**src/rtl/serial_arith_pkg.sv**
```systemverilog
// -----------------------------------------------------------------------------
// serial_arith_pkg
// Shared definitions for the bit-serial arithmetic cells.
//   DEFAULT_WIDTH : default operand width for serial datapaths
//   state_t       : sequencing FSM encoding (IDLE / RUN / DONE)
// -----------------------------------------------------------------------------
package serial_arith_pkg;

    localparam int DEFAULT_WIDTH = 8;

    typedef enum logic [1:0] {
        IDLE = 2'd0,
        RUN  = 2'd1,
        DONE = 2'd2
    } state_t;

endpackage

```
**src/rtl/serial_subtractor_if.sv**
```systemverilog
// -----------------------------------------------------------------------------
// serial_subtractor_if
// Start/busy/done handshake plus operand/result bus of the serial subtractor.
//   start, a, b          : request and operands (driven by the controller)
//   busy, done, diff,
//   bout                 : status and result (driven by the subtractor)
//   ovf                  : signed overflow, present only with SERIAL_SUB_OVERFLOW_EN
// Modports: master = controlling FSM side, slave = subtractor side.
// -----------------------------------------------------------------------------
interface serial_subtractor_if #(
    parameter int WIDTH = serial_arith_pkg::DEFAULT_WIDTH
);
    logic             start;
    logic [WIDTH-1:0] a;
    logic [WIDTH-1:0] b;
    logic             busy;
    logic             done;
    logic [WIDTH-1:0] diff;
    logic             bout;
`ifdef SERIAL_SUB_OVERFLOW_EN
    logic             ovf;

    modport master (
        output start, a, b,
        input  busy, done, diff, bout, ovf
    );

    modport slave (
        input  start, a, b,
        output busy, done, diff, bout, ovf
    );
`else
    modport master (
        output start, a, b,
        input  busy, done, diff, bout
    );

    modport slave (
        input  start, a, b,
        output busy, done, diff, bout
    );
`endif
endinterface

```
**src/rtl/full_subtractor.sv**
```systemverilog
// -----------------------------------------------------------------------------
// full_subtractor
// Gate-level one-bit full subtractor: x - y - bin.
//   x    : minuend bit
//   y    : subtrahend bit
//   bin  : borrow in
//   d    : difference bit
//   bout : borrow out
// -----------------------------------------------------------------------------
module full_subtractor (
    input  logic x,
    input  logic y,
    input  logic bin,
    output logic d,
    output logic bout
);

    logic x_xor_y;

    assign x_xor_y = x ^ y;
    assign d       = x_xor_y ^ bin;
    // Borrow when x=0,y=1, or when x==y and a borrow is already pending.
    assign bout    = (~x & y) | (~x_xor_y & bin);

endmodule

```
**src/rtl/serial_subtractor.sv**
```systemverilog
// -----------------------------------------------------------------------------
// serial_subtractor
// Bit-serial diff = a - b, LSB first, one bit per clock through a single
// full_subtractor cell and a registered borrow. One operation takes WIDTH
// RUN cycles plus one DONE cycle.
//   clk   : rising-edge clock
//   rst_n : asynchronous active-low reset
//   bus   : serial_subtractor_if.slave (start, a, b, busy, done, diff, bout
//           and, with SERIAL_SUB_OVERFLOW_EN defined, ovf)
// Optional feature macro: SERIAL_SUB_OVERFLOW_EN adds signed overflow (ovf).
//
// state | meaning
// IDLE  | waiting for start; diff/bout hold the last result
// RUN   | one result bit per edge, WIDTH edges
// DONE  | done pulse for one cycle, start ignored
// -----------------------------------------------------------------------------
module serial_subtractor
    import serial_arith_pkg::*;
#(
    parameter int WIDTH = DEFAULT_WIDTH
) (
    input  logic               clk,
    input  logic               rst_n,
    serial_subtractor_if.slave bus
);

    localparam int CNT_W = $clog2(WIDTH + 1);

    state_t           state;
    state_t           state_nxt;
    logic [CNT_W-1:0] count;
    logic [WIDTH-1:0] sa;
    logic [WIDTH-1:0] sb;
    logic [WIDTH-1:0] diff_q;
    logic             borrow;
    logic             bout_q;
    logic             cell_d;
    logic             cell_b;
    logic             last_bit;
`ifdef SERIAL_SUB_OVERFLOW_EN
    logic             a_msb;
    logic             b_msb;
    logic             ovf_q;
`endif

    full_subtractor u_cell (
        .x    (sa[0]),
        .y    (sb[0]),
        .bin  (borrow),
        .d    (cell_d),
        .bout (cell_b)
    );

    assign last_bit = (count == CNT_W'(WIDTH - 1));

    always_ff @(posedge clk or negedge rst_n) begin
        if (!rst_n) begin
            state <= IDLE;
        end else begin
            state <= state_nxt;
        end
    end

    always_comb begin
        state_nxt = state;
        case (state)
            IDLE:    if (bus.start) state_nxt = RUN;
            RUN:     if (last_bit)  state_nxt = DONE;
            DONE:    state_nxt = IDLE;
            default: state_nxt = IDLE;
        endcase
    end

    always_ff @(posedge clk or negedge rst_n) begin
        if (!rst_n) begin
            count  <= '0;
            sa     <= '0;
            sb     <= '0;
            diff_q <= '0;
            borrow <= 1'b0;
            bout_q <= 1'b0;
`ifdef SERIAL_SUB_OVERFLOW_EN
            a_msb  <= 1'b0;
            b_msb  <= 1'b0;
            ovf_q  <= 1'b0;
`endif
        end else begin
            case (state)
                IDLE: begin
                    if (bus.start) begin
                        sa     <= bus.a;
                        sb     <= bus.b;
                        borrow <= 1'b0;
                        count  <= '0;
`ifdef SERIAL_SUB_OVERFLOW_EN
                        // Operand MSBs are shifted out by the end, keep copies.
                        a_msb  <= bus.a[WIDTH-1];
                        b_msb  <= bus.b[WIDTH-1];
`endif
                    end
                end
                RUN: begin
                    sa     <= sa >> 1;
                    sb     <= sb >> 1;
                    // Result fills from the MSB end so it lands aligned after WIDTH shifts.
                    diff_q <= {cell_d, diff_q[WIDTH-1:1]};
                    borrow <= cell_b;
                    count  <= count + 1'b1;
                    if (last_bit) begin
                        bout_q <= cell_b;
`ifdef SERIAL_SUB_OVERFLOW_EN
                        // cell_d is the result MSB on this final edge.
                        ovf_q  <= (a_msb ^ b_msb) & (cell_d ^ a_msb);
`endif
                    end
                end
                default: ;
            endcase
        end
    end

    assign bus.busy = (state == RUN);
    assign bus.done = (state == DONE);
    assign bus.diff = diff_q;
    assign bus.bout = bout_q;
`ifdef SERIAL_SUB_OVERFLOW_EN
    assign bus.ovf  = ovf_q;
`endif

endmodule
```
**src/flat_wrapper.sv**
```systemverilog
// flat-port wrapper written by rule: the top's interface ports become plain ports
module serial_subtractor_flat import serial_arith_pkg::*;
#(
    parameter int WIDTH = DEFAULT_WIDTH
)
  (clk, rst_n, bus_start, bus_a, bus_b, bus_busy, bus_done, bus_diff, bus_bout);
  serial_subtractor_if #(.WIDTH(WIDTH)) bus_i ();
  input  logic clk;
  input  logic rst_n;
  input wire logic [$bits(bus_i.start)-1:0] bus_start;
  input wire logic [$bits(bus_i.a)-1:0] bus_a;
  input wire logic [$bits(bus_i.b)-1:0] bus_b;
  output wire logic [$bits(bus_i.busy)-1:0] bus_busy;
  output wire logic [$bits(bus_i.done)-1:0] bus_done;
  output wire logic [$bits(bus_i.diff)-1:0] bus_diff;
  output wire logic [$bits(bus_i.bout)-1:0] bus_bout;
  assign bus_i.start = bus_start;
  assign bus_i.a = bus_a;
  assign bus_i.b = bus_b;
  assign bus_busy = bus_i.busy;
  assign bus_done = bus_i.done;
  assign bus_diff = bus_i.diff;
  assign bus_bout = bus_i.bout;
  serial_subtractor #(.WIDTH(WIDTH)) u_core (.clk(clk), .rst_n(rst_n), .bus(bus_i));
endmodule
```
**config.mk**
```make
export PLATFORM = sky130hd
export DESIGN_NAME = serial_subtractor_flat
export DESIGN_NICKNAME = d
export VERILOG_FILES = /design/src/rtl/serial_arith_pkg.sv /design/src/rtl/serial_subtractor_if.sv /design/src/rtl/full_subtractor.sv /design/src/rtl/serial_subtractor.sv /design/src/flat_wrapper.sv
export SDC_FILE = /design/constraint.sdc
export NUM_CORES = 1
export LEC_CHECK = 0
export ABC_AREA = 1
export CAP_MARGIN = 30
export CORE_ASPECT_RATIO = 0.7
export CORE_MARGIN = 5
export CORE_UTILIZATION = 45
export CTS_CLUSTER_SIZE = 14
export DETAILED_ROUTE_END_ITERATION = 8
export GPL_TIMING_DRIVEN = 0
export PLACE_DENSITY = 0.72
export SYNTH_ARGS = -nofsm -noshare
export SYNTH_HDL_FRONTEND = slang
export SYNTH_SLANG_ARGS = --single-unit
```
**constraint.sdc**
```tcl
create_clock -name clk -period 2.8 [get_ports clk]
set_clock_uncertainty 0.15 [all_clocks]
set_input_delay 0.42 -clock clk [delete_from_list [all_inputs] [get_ports clk]]
set_output_delay 0.42 -clock clk [all_outputs]
set_load 0.05 [all_outputs]
```
==> results_dict.tcl, run 1 <==
set metrics [dict create \
    run_status "complete, no violations" \
    p_clk_share_pct 16.0 \
    worst_r2r_endpoint "u_core.bus.diff[7]$_DFFE_PN0P_" \
    cp-end-kind "primary output" \
    synth_async_sr_flop_share_pct 100 \
    worst_pin_slew_ns 0.696 \
    ys_seq_area_share_pct 55.4 \
    p_comb_share_pct 48.4 \
    dp_hpwl_mm 2.26 \
    path_class "flop to primary output" \
    syn_to_final_growth_pct 29.3 \
    cts_root_buffer "clkbuf_8" \
    antenna_found_initial 0 \
    switchingPower_uw 954 \
    start_util_pct 46.2 \
    synth_area_sq_um 1450 \
    cp_max_fo 10 \
    cts_resized 0 \
    fp.dieH_um 57.4 \
    grt_pass1_vias 1176 \
    syn-instance-count 159 \
    finalMaxSlewViolations 0 \
    finalSetupTns_ns 0 \
    hold_class "input pin to asynchronous set/reset pin" \
    setup_viol 0 \
    synth_edf_count 0 \
    yosysUniqueCellTypes 23 \
    final_cell_mix "nand2_1 (51), nand3_1 (34), dfrtp_1 (32)" \
    placementRows 17 \
    cts-buffers-inserted 5 \
    first_pass_iters 4 \
    clock_sink_count 32 \
    period_share_pct 88.1 \
    nFillCells 271 \
    clockBufferDepth 2 \
    intPower_mw 1.26 \
    multi_input_area_sq_um 522 \
    fmaxAchievable_ghz 0.405 \
    grt_max_degree 33 \
    rsz0062_at_grt "no" \
    post-cts-setup-buffers 0 \
    die-area_sq_um 4460 \
    synthFlopType "dfrtp_1" \
    synth_nets 180 \
    drv_cap 0 \
    io_buffers 29 \
    insertion_delay_ns 0.27 \
    ios 30 \
    grtUsageTotal_pct 15.8 \
    antenna_cells 0 \
    timing.rr.start "u_core.sa[0]$_DFFE_PN0P_" \
    grt.overflow.total 0 \
    hold_viol_final 0 \
    wl_per_cell_um 13.5 \
    layout.cells.most_common "nand2_1" \
    worstPathRequired_ns 2.23 \
    share_seq_of_total_power_pct 35.7 \
    drive_gt1_share_pct 10.7 \
    cts.clk_slew.worst_paths_ns 0.06 \
    cts_max_level 2 \
    hold_ws_ns 0.0422 \
    core_sq_um 3130 \
    p_leak_nw 0.887 \
    crit_path_start_kind "flop" \
    ys_ff_latch 32 \
    peakVddDrop_mv 0.645 \
    post-route-min-period_ns 2.47 \
    synth_area_per_cell_sq_um 9.09 \
    postRouteAntennaNets 0 \
    drtIter0Drc 70 \
    r2r_cells 3 \
    die_width_um 77.7 \
    drc 0 \
    p_per_area_nw_per_um2 1190 \
    p_sw_share_pct 43.0 \
    vias 1172 \
    grt_pass1_wl_mm 5.53 \
    routed_via_density 5.01 \
    rrSetupSlack_ns 1.45 \
    finish.net_count 216 \
    slew_headroom_pct 53.6 \
    finalWirelength_mm 3.16 \
    arrival_ns 1.90 \
    cts_tree "done" \
    seqCellArea_sq_um 801 \
    yosysWarnings 0 \
    postCtsHoldBufs 0 \
    gp_congestion 0.805 \
]
==> Yosys cell counts (2+ instances only) <==
cell / instances / area [sq um]
dfrtp_1: 32 / 801
nor2_1: 5 / 18.8
nand2_1: 51 / 191
buf_6: 2 / 22.5
o21ai_0: 5 / 25.0
o21ai_1: 4 / 20.0
buf_4: 2 / 15.0
buf_2: 2 / 10.0
nand3_1: 34 / 170
inv_1: 8 / 30.0
buf_8: 2 / 30.0
==> critical path, stage by stage (launching register included) <==
cell,delay (ns)
dfrtp_1,0.45
nand2_4,0.13
inv_8,0.11
buf_8,0.13
clkdlybuf4s50_1,0.80
==> per-stage QoR <==
stage | util (%) | instances | setup slack (ns) | instance area [sq um] | power, mW
2_1_floorplan | - | 159 | 1.12 | 1450 | 1.53
3_5_place_dp | 56.9 | 226 | 0.628 | 1780 | 1.87
5_1_grt | 59.7 | 234 | 0.254 | 1870 | 2.38
6_report | 59.7 | 234 | 0.332 | 1870 | 2.22
3_3_place_gp | 57.0 | 226 | 0.563 | 1780 | 1.82
4_1_cts | 59.7 | 234 | 0.320 | 1870 | 2.23
==> how the worst max path moves through the flow <==
| stage | depth (start not counted) | endpoint | startpoint |
|---|---|---|---|
| 2_1_floorplan | 1 | bus_done | u_core.state[0]$_DFFE_PN0P_ |
| 3_3_place_gp | 1 | u_core.sa[6]$_DFFE_PN0P_ | rst_n |
| 3_5_place_dp | 4 | bus_busy | u_core.state[0]$_DFFE_PN0P_ |
| 4_1_cts | 4 | bus_busy | u_core.state[0]$_DFFE_PN0P_ |
| 5_1_grt | 4 | bus_busy | u_core.state[0]$_DFFE_PN0P_ |
| 6_report | 4 | bus_busy | u_core.state[0]$_DFFE_PN0P_ |
==> sequential cells by signal, indices dropped and copies added, names as in the netlist <==
name / count
u_core.bus.diff: 8
u_core.sb: 8
u_core.sa: 8
u_core.borrow: 1
u_core.state: 2
u_core.bus.bout: 1
u_core.count: 4
==> power by group through the flow <==
| stage | registers [mW] | logic, mW | clock network (mW) |
|---|---|---|---|
| final | 0.791 | 1.07 | 0.354 |
| after global routing | 0.818 | 1.18 | 0.386 |
| after detailed placement | 0.797 | 1.07 | 0 |
| after global placement | 0.783 | 1.04 | 0 |
| after CTS | 0.792 | 1.08 | 0.362 |
| after floorplan | 0.968 | 0.565 | 0 |
==> per-layer routing <==
metal | global-route usage, % | part of all wire, % | routed length (um) | vias up
met5 | 0 | 0 | 0 | -
met4 | 4.90 | 0.85 | 27 | 0
met3 | 6.31 | 6.8 | 215 | 4
met2 | 22.1 | 45 | 1420 | 38
met1 | 22.3 | 47 | 1500 | 545
li1 | - | - | - | 585
==> layout make-up <==
type / instances / share of cell area (%)
plain buffers: 8 / 4.15
clock buffers: 8 / 4.82
inverters: 10 / 2.41
multi-input cells: 109 / 27.9
flip-flops and latches: 32 / 42.9
well taps: 38 / 2.55
repair buffers: 29 / 15.3
==> cell families (layout without fill, tap and decap cells) <==
logic type | after synthesis | in the layout | synth area share [%]
and+or+nand+nor | 95 | 95 | 29.4
DFF | 32 | 32 | 55.4
adders and majority gates | 2 | 2 | 2.25
buffers and inverters | 18 | 55 | 8.48
AOI/OAI and AO/OA | 12 | 12 | 4.42
Note: power is estimated with default switching activity, not from simulation.
==> inputs of run 2 (changes only) <==
--- a/config.mk
+++ b/config.mk
@@ -9,11 +9,11 @@
 export CAP_MARGIN = 30
 export CORE_ASPECT_RATIO = 0.7
 export CORE_MARGIN = 5
-export CORE_UTILIZATION = 45
+export CORE_UTILIZATION = 53
 export CTS_CLUSTER_SIZE = 14
 export DETAILED_ROUTE_END_ITERATION = 8
 export GPL_TIMING_DRIVEN = 0
-export PLACE_DENSITY = 0.72
+export PLACE_DENSITY = 0.82
 export SYNTH_ARGS = -nofsm -noshare
 export SYNTH_HDL_FRONTEND = slang
 export SYNTH_SLANG_ARGS = --single-unit
==> run 2 against run 1 <==
Critical path depth stayed put; final cell count is 0.85% lower; power is 0.44% higher; maximum frequency is 1.7% lower; via count is 6.3% higher.
==> results_dict.tcl, run 2 (synthesis results as in run 1) <==
set metrics [dict create \
    run_status "complete, no violations" \
    path_delay_family "buffers and inverters" \
    finalSetupTns_ns 0 \
    start_util_pct 57.0 \
    io_buffers 29 \
    final_cell_mix "nand2_1 (51), nand3_1 (34), dfrtp_1 (32)" \
    antenna_found_initial 0 \
    setup_viol 0 \
    postCtsHoldBufs 0 \
    clockBufferDepth 2 \
    worstPathRequired_ns 2.23 \
    cp.depth 4 \
    fmaxAchievable_ghz 0.398 \
    post-route-min-period_ns 2.51 \
    drc 0 \
    postRouteAntennaNets 0 \
    drive_gt1_share_pct 12.1 \
    worstSetupEndpoint "bus_busy" \
    cts_resized 0 \
    cts-buffers-inserted 5 \
    power_mw 2.23 \
    setup_slack_ns 0.290 \
    r2r_cells 6 \
    nFillCells 189 \
    grtUsageTotal_pct 19.7 \
    worst_pin_slew_ns 0.507 \
    p_leak_nw 0.907 \
    cp_max_fo 10 \
    drtIter0Drc 58 \
    vias 1246 \
    timing.rr.start "u_core.count[0]$_DFFE_PN0P_" \
    dp_hpwl_mm 2.29 \
    rrSetupSlack_ns 1.44 \
    drv_cap 0 \
    period_share_pct 89.7 \
    critPathBufInv 3 \
    finish.net_count 218 \
    cts_max_level 2 \
    core_sq_um 2530 \
    first_pass_iters 4 \
    worstPathCellList "nand2_4 -> inv_8 -> buf_8 -> clkdlybuf4s50_1" \
    max_stage_delay_ns 0.81 \
    p_per_area_nw_per_um2 1170 \
    die_width_um 72.4 \
    hold_class "input pin to asynchronous set/reset pin" \
    placementRows 15 \
    crit_path_start_kind "flop" \
    wl_per_cell_um 14.0 \
    cts_root_buffer "clkbuf_8" \
    finalMaxSlewViolations 0 \
    grt_max_degree 15 \
    slowest_stage "clkdlybuf4s50_1" \
    finalWirelength_mm 3.25 \
    peakVddDrop_mv 0.652 \
    insertion_delay_ns 0.29 \
    worst_r2r_endpoint "u_core.bus.bout$_DFFE_PN0P_" \
    layout.cells.most_common "nand2_1" \
    hold_viol_final 0 \
    grt.overflow.total 0 \
    cts.clk_slew.worst_paths_ns 0.07 \
    arrival_ns 1.94 \
    post-cts-setup-buffers 0 \
    ios 30 \
    clock_sink_count 32 \
    rsz0062_at_grt "no" \
    syn_to_final_growth_pct 31.5 \
    fp.dieH_um 53.7 \
    place_ws_ns 0.595 \
    final_util_pct 75.0 \
    path_class "flop to primary output" \
    routed_via_density 5.37 \
    cts_tree "done" \
    critPathLaunch "u_core.state[0]$_DFFE_PN0P_" \
    slew_headroom_pct 66.1 \
    cp-end-kind "primary output" \
    gp_congestion 0.773 \
    grt_pass1_wl_mm 5.66 \
    grt_pass1_vias 1266 \
    antenna_cells 0 \
    die-area_sq_um 3890 \
]
## run 2: cell types whose count changed in the layout (fill, tap and decap cells not counted)
cell | before | now
clkinv_2 | 0 | 2
buf_8 | 2 | 4
clkdlybuf4s50_1 | 28 | 29
buf_2 | 3 | 2
clkbuf_1 | 2 | 0
## run 2: final cells by class
| class | count | area [sq um] | area share [%] |
|---|---|---|---|
| sequential | 32 | 801 | 42.1 |
| multi-input combinational | 109 | 522 | 27.5 |
| timing repair buffer | 31 | 320 | 16.9 |
| clock buffer | 6 | 82.6 | 4.34 |
| buffer | 8 | 77.6 | 4.08 |
| inverter | 10 | 45.0 | 2.37 |
| tap | 34 | 42.5 | 2.24 |
| clock inverter | 2 | 10.0 | 0.527 |
## run 2: how the worst min path moves through the flow
stage                                 from                     endpoint  slack [ns]  depth (start not counted)
6_report                             rst_n  u_core.bus.bout$_DFFE_PN0P_        0.27                          1
2_1_floorplan                        rst_n    u_core.borrow$_DFFE_PN0P_       -0.03                          0
4_1_cts                              rst_n  u_core.count[2]$_DFFE_PN0P_        0.28                          1
3_3_place_gp   u_core.bus.bout$_DFFE_PN0P_  u_core.bus.bout$_DFFE_PN0P_        0.31                          2
5_1_grt                              rst_n  u_core.count[2]$_DFFE_PN0P_        0.29                          1
3_5_place_dp      u_core.sa[4]$_DFFE_PN0P_     u_core.sa[3]$_DFFE_PN0P_        0.33                          2
## run 2: per-stage QoR
step           hold slack [ns]  cell area [sq um]  instances
2_1_floorplan          -0.0256               1450        159
3_3_place_gp             0.306               1780        222
3_5_place_dp             0.330               1810        224
4_1_cts                  0.276               1900        232
5_1_grt                  0.288               1900        232
6_report                 0.267               1900        232
## run 2: where the power goes
| part | internal (mW) | leakage (nW) | switching, mW |
|---|---|---|---|
| Clock | 0.196 | 0.0510 | 0.171 |
| Sequential | 0.659 | 0.409 | 0.131 |
| Combinational | 0.406 | 0.447 | 0.665 |
| Total | 1.26 | 0.907 | 0.967 |
## run 2: worst reg2reg max path: cells and delay by family (launching register included)
kind	cells	cell delay [ns]
flip-flops	1	0.43
AND/OR/NAND/NOR	5	0.48
adder cells (fa/ha/maj)	1	0.19
## run 2: layer usage
metal	GRT usage, %	vias up	part of all wire (%)
li1	-	597	-
met1	24.5	596	45
met2	32.8	47	47
met3	7.09	6	5.9
met4	5.52	0	1.7
met5	0	-	0
